### src/rtl/conv_layer_sequencer_if.sv
// Handshake and write/stream bundle between the layer sequencer, its DMA-side
// sources and the conv_top write/stream ports.
interface conv_layer_sequencer_if;
    logic [127:0] bias_src_data;
    logic         bias_src_valid;
    logic         bias_src_ready;
    logic [71:0]  wt_src_data;
    logic         wt_src_valid;
    logic         wt_src_ready;
    logic [63:0]  pix_src_data;
    logic         pix_src_valid;
    logic         pix_src_ready;

    logic         bias_wr_en;
    logic [127:0] bias_wr_data;
    logic         bias_wr_addr_rst;
    logic         wt_wr_en;
    logic [71:0]  wt_wr_data;
    logic         wt_wr_addr_rst;
    logic [63:0]  pixel_in;
    logic         pixel_in_valid;
    logic         pixel_in_last;
    logic         conv_go;
    logic         conv_rst;
    logic         conv_done;

    modport master (
        input  bias_src_data, bias_src_valid,
        output bias_src_ready,
        input  wt_src_data, wt_src_valid,
        output wt_src_ready,
        input  pix_src_data, pix_src_valid,
        output pix_src_ready,
        output bias_wr_en, bias_wr_data, bias_wr_addr_rst,
        output wt_wr_en, wt_wr_data, wt_wr_addr_rst,
        output pixel_in, pixel_in_valid, pixel_in_last,
        output conv_go, conv_rst,
        input  conv_done
    );

    modport slave (
        output bias_src_data, bias_src_valid,
        input  bias_src_ready,
        output wt_src_data, wt_src_valid,
        input  wt_src_ready,
        output pix_src_data, pix_src_valid,
        input  pix_src_ready,
        input  bias_wr_en, bias_wr_data, bias_wr_addr_rst,
        input  wt_wr_en, wt_wr_data, wt_wr_addr_rst,
        input  pixel_in, pixel_in_valid, pixel_in_last,
        input  conv_go, conv_rst,
        output conv_done
    );
endinterface

### src/rtl/conv_layer_sequencer.sv
// Layer controller driving conv_top through bias load, per-group weight load,
// streaming and (with SEQ_FLUSH_EN defined) line-buffer flush plus conv reset.
module conv_layer_sequencer #(
    parameter int unsigned WT_ADDR_WIDTH   = 12,
    parameter int unsigned BIAS_GROUP_BITS = 7,
    parameter int unsigned CRST_CYCLES     = 5
) (
    input  logic                       clk,
    input  logic                       rst_n,
    input  logic                       start,
    input  logic [7:0]                 cfg_co_groups,
    input  logic [9:0]                 cfg_ci_groups,
    input  logic [15:0]                cfg_img_width,
    input  logic [15:0]                cfg_img_height,
    output logic                       busy,
    output logic                       layer_done,
    output logic [7:0]                 cur_og,
    output logic [BIAS_GROUP_BITS-1:0] conv_output_group,
    conv_layer_sequencer_if.master     bus
);

    typedef enum logic [3:0] {
        S_IDLE,
        S_BIAS_RST,
        S_BIAS_LOAD,
        S_WT_RST,
        S_WT_LOAD,
        S_GO,
        S_STREAM,
        S_WAIT_DONE,
        S_NEXT,
        S_DONE
`ifdef SEQ_FLUSH_EN
        , S_FLUSH
        , S_CRST
`endif
    } state_t;

    state_t state, state_next;

    logic [31:0] cnt;
    logic [31:0] n_bias;
    logic [31:0] n_wt;
    logic [31:0] n_pix;
`ifdef SEQ_FLUSH_EN
    logic [31:0] n_flush;
`endif
    logic [7:0]  co_last;
    logic        done_seen;

    logic bias_ready, wt_ready, pix_ready;
    logic bias_fire, wt_fire, pix_fire, flush_fire;
    logic cnt_inc;
    logic bias_addr_rst_c, wt_addr_rst_c, go_c, crst_c;
    logic accept;

    logic         bias_en_q;
    logic [127:0] bias_data_q;
    logic         wt_en_q;
    logic [71:0]  wt_data_q;
    logic         pix_valid_q;
    logic [63:0]  pix_data_q;
    logic         pix_last_q;

    // Weight base address is fixed at 0, so its width is informational only.
    if (WT_ADDR_WIDTH == 0) begin : g_wt_addr_unused
    end
`ifndef SEQ_FLUSH_EN
    if (CRST_CYCLES == 0) begin : g_crst_unused
    end
`endif

    assign accept = (state == S_IDLE) && start;

    always_ff @(posedge clk or negedge rst_n) begin
        if (!rst_n) begin
            state <= S_IDLE;
        end else begin
            state <= state_next;
        end
    end

    always_comb begin
        state_next      = state;
        busy            = 1'b1;
        layer_done      = 1'b0;
        bias_addr_rst_c = 1'b0;
        wt_addr_rst_c   = 1'b0;
        go_c            = 1'b0;
        crst_c          = 1'b0;
        bias_ready      = 1'b0;
        wt_ready        = 1'b0;
        pix_ready       = 1'b0;
        flush_fire      = 1'b0;
        case (state)
            S_IDLE: begin
                busy = 1'b0;
                if (start) state_next = S_BIAS_RST;
            end
            S_BIAS_RST: begin
                bias_addr_rst_c = 1'b1;
                state_next      = S_BIAS_LOAD;
            end
            // Each load/stream state holds one extra cycle after its last
            // transfer so the registered strobe drains before moving on.
            S_BIAS_LOAD: begin
                bias_ready = (cnt != n_bias);
                if (cnt == n_bias) state_next = S_WT_RST;
            end
            S_WT_RST: begin
                wt_addr_rst_c = 1'b1;
                state_next    = S_WT_LOAD;
            end
            S_WT_LOAD: begin
                wt_ready = (cnt != n_wt);
                if (cnt == n_wt) state_next = S_GO;
            end
            S_GO: begin
                go_c       = 1'b1;
                state_next = S_STREAM;
            end
            S_STREAM: begin
                pix_ready = (cnt != n_pix);
                if (cnt == n_pix) state_next = S_WAIT_DONE;
            end
            S_WAIT_DONE: begin
                if (bus.conv_done || done_seen) begin
`ifdef SEQ_FLUSH_EN
                    state_next = S_FLUSH;
`else
                    state_next = S_NEXT;
`endif
                end
            end
`ifdef SEQ_FLUSH_EN
            S_FLUSH: begin
                flush_fire = (cnt != n_flush);
                if (cnt == n_flush) state_next = S_CRST;
            end
            S_CRST: begin
                crst_c = 1'b1;
                if (cnt == 32'(CRST_CYCLES - 1)) state_next = S_NEXT;
            end
`endif
            S_NEXT: begin
                state_next = (cur_og == co_last) ? S_DONE : S_WT_RST;
            end
            S_DONE: begin
                busy       = 1'b0;
                layer_done = 1'b1;
                state_next = S_IDLE;
            end
            default: begin
                busy       = 1'b0;
                state_next = S_IDLE;
            end
        endcase
    end

    assign bias_fire = bias_ready && bus.bias_src_valid;
    assign wt_fire   = wt_ready && bus.wt_src_valid;
    assign pix_fire  = pix_ready && bus.pix_src_valid;
    assign cnt_inc   = bias_fire || wt_fire || pix_fire || flush_fire || crst_c;

    always_ff @(posedge clk or negedge rst_n) begin
        if (!rst_n) begin
            cnt       <= '0;
            n_bias    <= '0;
            n_wt      <= '0;
            n_pix     <= '0;
`ifdef SEQ_FLUSH_EN
            n_flush   <= '0;
`endif
            co_last   <= '0;
            cur_og    <= '0;
            done_seen <= 1'b0;
        end else begin
            if (state_next != state) begin
                cnt <= '0;
            end else if (cnt_inc) begin
                cnt <= cnt + 32'd1;
            end

            if (accept) begin
                n_bias  <= {23'd0, cfg_co_groups, 1'b0};
                n_wt    <= {16'd0, cfg_ci_groups, 6'd0};
                n_pix   <= 32'(cfg_img_width) * 32'(cfg_img_height) * 32'(cfg_ci_groups);
`ifdef SEQ_FLUSH_EN
                n_flush <= 32'(cfg_img_width) * 32'(cfg_ci_groups) * 32'd2 + 32'd4;
`endif
                co_last <= cfg_co_groups - 8'd1;
                cur_og  <= '0;
            end else if (state == S_NEXT && cur_og != co_last) begin
                cur_og <= cur_og + 8'd1;
            end

            if (state == S_GO || state == S_WAIT_DONE) begin
                done_seen <= 1'b0;
            end else if (state == S_STREAM && bus.conv_done) begin
                done_seen <= 1'b1;
            end
        end
    end

    always_ff @(posedge clk or negedge rst_n) begin
        if (!rst_n) begin
            bias_en_q   <= 1'b0;
            bias_data_q <= '0;
            wt_en_q     <= 1'b0;
            wt_data_q   <= '0;
            pix_valid_q <= 1'b0;
            pix_data_q  <= '0;
            pix_last_q  <= 1'b0;
        end else begin
            bias_en_q <= bias_fire;
            if (bias_fire) bias_data_q <= bus.bias_src_data;
            wt_en_q <= wt_fire;
            if (wt_fire) wt_data_q <= bus.wt_src_data;
            pix_valid_q <= pix_fire || flush_fire;
            pix_data_q  <= pix_fire ? bus.pix_src_data : '0;
            pix_last_q  <= pix_fire && (cnt == n_pix - 32'd1);
        end
    end

    assign bus.bias_src_ready   = bias_ready;
    assign bus.wt_src_ready     = wt_ready;
    assign bus.pix_src_ready    = pix_ready;
    assign bus.bias_wr_en       = bias_en_q;
    assign bus.bias_wr_data     = bias_data_q;
    assign bus.bias_wr_addr_rst = bias_addr_rst_c;
    assign bus.wt_wr_en         = wt_en_q;
    assign bus.wt_wr_data       = wt_data_q;
    assign bus.wt_wr_addr_rst   = wt_addr_rst_c;
    assign bus.pixel_in         = pix_data_q;
    assign bus.pixel_in_valid   = pix_valid_q;
    assign bus.pixel_in_last    = pix_last_q;
    assign bus.conv_go          = go_c;
`ifdef SEQ_FLUSH_EN
    assign bus.conv_rst         = crst_c;
`else
    assign bus.conv_rst         = 1'b0;
`endif
    assign conv_output_group    = BIAS_GROUP_BITS'(cur_og);

endmodule

### src/flat_wrapper.sv
// flat-port wrapper written by rule: the top's interface ports become plain ports
module conv_layer_sequencer_flat 
#(
    parameter int unsigned WT_ADDR_WIDTH   = 12,
    parameter int unsigned BIAS_GROUP_BITS = 7,
    parameter int unsigned CRST_CYCLES     = 5
)
  (clk, rst_n, start, cfg_co_groups, cfg_ci_groups, cfg_img_width, cfg_img_height, busy, layer_done, cur_og, conv_output_group, bus_bias_src_data, bus_bias_src_valid, bus_bias_src_ready, bus_wt_src_data, bus_wt_src_valid, bus_wt_src_ready, bus_pix_src_data, bus_pix_src_valid, bus_pix_src_ready, bus_bias_wr_en, bus_bias_wr_data, bus_bias_wr_addr_rst, bus_wt_wr_en, bus_wt_wr_data, bus_wt_wr_addr_rst, bus_pixel_in, bus_pixel_in_valid, bus_pixel_in_last, bus_conv_go, bus_conv_rst, bus_conv_done);
  conv_layer_sequencer_if bus_i ();
  input  logic clk;
  input  logic rst_n;
  input  logic start;
  input  logic [7:0] cfg_co_groups;
  input  logic [9:0] cfg_ci_groups;
  input  logic [15:0] cfg_img_width;
  input  logic [15:0] cfg_img_height;
  output logic busy;
  output logic layer_done;
  output logic [7:0] cur_og;
  output logic [BIAS_GROUP_BITS-1:0] conv_output_group;
  input wire logic [$bits(bus_i.bias_src_data)-1:0] bus_bias_src_data;
  input wire logic [$bits(bus_i.bias_src_valid)-1:0] bus_bias_src_valid;
  output wire logic [$bits(bus_i.bias_src_ready)-1:0] bus_bias_src_ready;
  input wire logic [$bits(bus_i.wt_src_data)-1:0] bus_wt_src_data;
  input wire logic [$bits(bus_i.wt_src_valid)-1:0] bus_wt_src_valid;
  output wire logic [$bits(bus_i.wt_src_ready)-1:0] bus_wt_src_ready;
  input wire logic [$bits(bus_i.pix_src_data)-1:0] bus_pix_src_data;
  input wire logic [$bits(bus_i.pix_src_valid)-1:0] bus_pix_src_valid;
  output wire logic [$bits(bus_i.pix_src_ready)-1:0] bus_pix_src_ready;
  output wire logic [$bits(bus_i.bias_wr_en)-1:0] bus_bias_wr_en;
  output wire logic [$bits(bus_i.bias_wr_data)-1:0] bus_bias_wr_data;
  output wire logic [$bits(bus_i.bias_wr_addr_rst)-1:0] bus_bias_wr_addr_rst;
  output wire logic [$bits(bus_i.wt_wr_en)-1:0] bus_wt_wr_en;
  output wire logic [$bits(bus_i.wt_wr_data)-1:0] bus_wt_wr_data;
  output wire logic [$bits(bus_i.wt_wr_addr_rst)-1:0] bus_wt_wr_addr_rst;
  output wire logic [$bits(bus_i.pixel_in)-1:0] bus_pixel_in;
  output wire logic [$bits(bus_i.pixel_in_valid)-1:0] bus_pixel_in_valid;
  output wire logic [$bits(bus_i.pixel_in_last)-1:0] bus_pixel_in_last;
  output wire logic [$bits(bus_i.conv_go)-1:0] bus_conv_go;
  output wire logic [$bits(bus_i.conv_rst)-1:0] bus_conv_rst;
  input wire logic [$bits(bus_i.conv_done)-1:0] bus_conv_done;
  assign bus_i.bias_src_data = bus_bias_src_data;
  assign bus_i.bias_src_valid = bus_bias_src_valid;
  assign bus_bias_src_ready = bus_i.bias_src_ready;
  assign bus_i.wt_src_data = bus_wt_src_data;
  assign bus_i.wt_src_valid = bus_wt_src_valid;
  assign bus_wt_src_ready = bus_i.wt_src_ready;
  assign bus_i.pix_src_data = bus_pix_src_data;
  assign bus_i.pix_src_valid = bus_pix_src_valid;
  assign bus_pix_src_ready = bus_i.pix_src_ready;
  assign bus_bias_wr_en = bus_i.bias_wr_en;
  assign bus_bias_wr_data = bus_i.bias_wr_data;
  assign bus_bias_wr_addr_rst = bus_i.bias_wr_addr_rst;
  assign bus_wt_wr_en = bus_i.wt_wr_en;
  assign bus_wt_wr_data = bus_i.wt_wr_data;
  assign bus_wt_wr_addr_rst = bus_i.wt_wr_addr_rst;
  assign bus_pixel_in = bus_i.pixel_in;
  assign bus_pixel_in_valid = bus_i.pixel_in_valid;
  assign bus_pixel_in_last = bus_i.pixel_in_last;
  assign bus_conv_go = bus_i.conv_go;
  assign bus_conv_rst = bus_i.conv_rst;
  assign bus_i.conv_done = bus_conv_done;
  conv_layer_sequencer #(.WT_ADDR_WIDTH(WT_ADDR_WIDTH), .BIAS_GROUP_BITS(BIAS_GROUP_BITS), .CRST_CYCLES(CRST_CYCLES)) u_core (.clk(clk), .rst_n(rst_n), .start(start), .cfg_co_groups(cfg_co_groups), .cfg_ci_groups(cfg_ci_groups), .cfg_img_width(cfg_img_width), .cfg_img_height(cfg_img_height), .busy(busy), .layer_done(layer_done), .cur_og(cur_og), .conv_output_group(conv_output_group), .bus(bus_i));
endmodule
### config.mk
export PLATFORM = sky130hd
export DESIGN_NAME = conv_layer_sequencer_flat
export DESIGN_NICKNAME = d
export VERILOG_FILES = /design/src/rtl/conv_layer_sequencer_if.sv /design/src/rtl/conv_layer_sequencer.sv /design/src/flat_wrapper.sv
export SDC_FILE = /design/constraint.sdc
export NUM_CORES = 2
export LEC_CHECK = 0
export CAP_MARGIN = 20
export CORE_MARGIN = 3
export CORE_UTILIZATION = 55
export CTS_BUF_LIST = sky130_fd_sc_hd__clkbuf_8
export DETAILED_ROUTE_END_ITERATION = 7
export PLACE_DENSITY = 0.85
export SYNTH_ARGS = -nofsm -noshare
export SYNTH_HDL_FRONTEND = slang
export SYNTH_SLANG_ARGS = --single-unit
### constraint.sdc
create_clock -name clk -period 5.3 [get_ports clk]
set_clock_uncertainty 0.15 [all_clocks]
set_input_delay 1.06 -clock clk [delete_from_list [all_inputs] [get_ports clk]]
set_output_delay 1.06 -clock clk [all_outputs]
set_load 0.02 [all_outputs]
==> out/results.tsv <==
metric	value	unit
nFillCells	3578	
synthesis.area	32400	um2
critPathLaunchType	input port	
drtIter0Drc	2875	
slew_violations	0	
worstPathMaxFanout	5	
worst_pin_slew	1.049	ns
cap_viol_max_count	0	
viasPerCell	5.598	
place_hpwl	86840	um
die_area	61860	um2
cts_max_path_buffers	3	
syn-num-nets	4520	
h-tree-depth	2	
yosysSeqAreaShare	0.2865	
ys_ff_latch	371	
die_height	248.7	um
utilization	0.7704	
synth_top_area_share	0.2865	
synthCells	3652	
ys.flop_type	dfrtp_1	
nNetsFinal	5435	
insertion_delay	0.71	ns
cts_tree	yes	
cts.sinks	371	
antenna_found_initial	12	
cp_common_cell	fa_1	
synth_warnings	0	
mostFrequentLayoutCell	nand2_1	
port_buffers	611	
clkTransAtPathRegs	0.06	ns
critPathMaxStageDelay	0.59	ns
cp.required	5.78	ns
rsz0062_at_grt	true	
crit_path_end_kind	register	
synth_area_leaders	dfrtp_1, fa_1, nand2_1	
synthArstFlopShare	1.000	
place_congestion	1.132	
reg2reg_slack	0.87	ns
run_status	finished, violations left	
grt-ovfl-total	0	
wl_per_cell	21.60	um
ys_types	73	
area_delta_synth_final	37.98	%
timing.final.ws_setup	-5.996	ns
io_pins	613	
crit_type	input port to register	
start_util	0.5584	
cts_buffers	61	
layout-drive-gt1-share	0.1668	
finalSetupViolations	27	
hold_viol	0	
routed_wl	116200	um
violations	setup timing	
core	58030	um2
ant_nets	0	
track_usage	0.3614	
syn_area_per_cell	8.872	um2
ctsHoldBuffers	0	
rows	88	
synth_edf_count	0	
fp.dieW	248.7	um
drc	0	
period_needed	11.30	ns
vias	30112	
first_pass_iters	8	
crit_slowest_cell	fa_1	
period_share	2.131	
hold_class	input port to async pin	
grt_first_pass_wirelength	173800	um
clock.fmax	88.53	MHz
grt_pass1_vias	31216	
grt_max_degree	130	
final_cell_mix	nand2_1, clkdlybuf4s50_1, inv_1, fa_1, dfrtp_1	
cts-root-buf	clkbuf_8	
relSlewSlack	0.3005	
yosysTopAreaCell	dfrtp_1	
finalSetupTns	-118.13	ns
cp.arrival	11.78	ns
state kept, by name (all words and copies together) (netlist names):
signal and flops:
u_core.bus.wt_wr_en 1, u_core.bus.bias_wr_en 1, u_core.bus.bias_wr_data 128, u_core.cur_og 8, u_core.bus.wt_wr_data 72, u_core.state 4
u_core.bus.pixel_in_valid 1, u_core.n_bias 8, u_core.bus.pixel_in 64, u_core.cnt 32, u_core.co_last 8, u_core.done_seen 1
u_core.n_wt 10, u_core.bus.pixel_in_last 1, u_core.n_pix 32
cell families after synthesis:
family / count (synthesis) / share of synthesized area
AO/OA/AOI/OAI: 277 / 0.05310
XOR/XNOR: 177 / 0.04955
adder cells (fa/ha/maj): 547 / 0.3021
buffers and inverters: 640 / 0.07588
flip-flops: 371 / 0.2865
multiplexers: 8 / 0.002587
other: 1 / 0.0001157
AND/OR/NAND/NOR: 1631 / 0.2302
critical path, delay by kind of cell:
family / cells / cell delay, ns
AO/OA/AOI/OAI: 8 / 1.47
AND/OR/NAND/NOR: 9 / 1.87
adder cells (fa/ha/maj): 13 / 6.16
XOR/XNOR: 2 / 0.43
buffers and inverters: 9 / 0.77
worst paths after layout:
check	startpoint	endpoint	cells after the start
setup / recovery	cfg_img_width[12]	u_core.n_pix[31]	41
hold / removal	rst_n	u_core.bus.bias_wr_data[51]	1
setup reg to reg	u_core.n_pix[9]	u_core.bus.pixel_in_last	10
hold reg to reg	u_core.bus.bias_wr_data[114]	u_core.bus.bias_wr_data[114]	2
max in group asynchronous	rst_n	u_core.cnt[27]	2
min in group clk	u_core.bus.bias_wr_data[114]	u_core.bus.bias_wr_data[114]	2
area by class of cell:
cell class,instances,area (um2),share of cell area
antenna,5,12.51,0.0002799
clock inverter,32,171.4,0.003834
clock buffer,73,1005,0.02247
timing repair buffer,1029,9580,0.2143
tap,765,957.2,0.02141
inverter,463,1744,0.03901
sequential,371,9284,0.2077
multi-input combinational,2641,21950,0.4910
metrics by stage:
| stage | std cells | setup slack, ns | cell area [um2] | hold WS (ns) |
|---|---|---|---|---|
| floorplan | 3652 | -5.650 | 33190 | 0.3165 |
| global placement | 5198 | -6.539 | 42130 | 0.3067 |
| detailed placement | 5198 | -6.818 | 42130 | 0.3111 |
| CTS | 5359 | -5.573 | 44240 | 0.1811 |
| global route | 5376 | -6.210 | 44700 | 0.2193 |
| finish | 5379 | -5.996 | 44710 | 0.2189 |
metal layers:
layer	wire length, um	GRT usage	vias to the layer above
met5	22	0	-
met4	6743	0.1566	4
met3	14450	0.1390	473
met2	53650	0.5775	1809
met1	41330	0.4385	14794
li1	-	-	13032
cell usage after synthesis (6+ instances only):
master    count
nand2_1     997
inv_1       462
fa_1        392
dfrtp_1     371
and2_1      320
clkbuf_1    161
ha_1        155
nor2_1       99
xnor2_1      87
xor2_1       86
a21oi_1      80
o21ai_0      78
nand3_1      37
a21o_1       30
nor3_1       28
nor4_1       25
and3_1       24
or3_1        21
nand2b_1     17
nand4_1      17
nor2b_1      15
o21a_1       12
a31oi_1      11
buf_4         9
o21bai_1      9
a211oi_1      7
o211ai_1      6
timing repair:
item,in CTS,in global routing
resized for setup,237,115
pin swaps,131,100
setup endpoints to repair,28,28
setup buffers,56,24
cloned,1,0
endpoints found under the hold margin,0,0
Power is left out: the tool's default activity adds up to more than one toggle a clock period on the data nets, which glitch-free logic cannot reach.
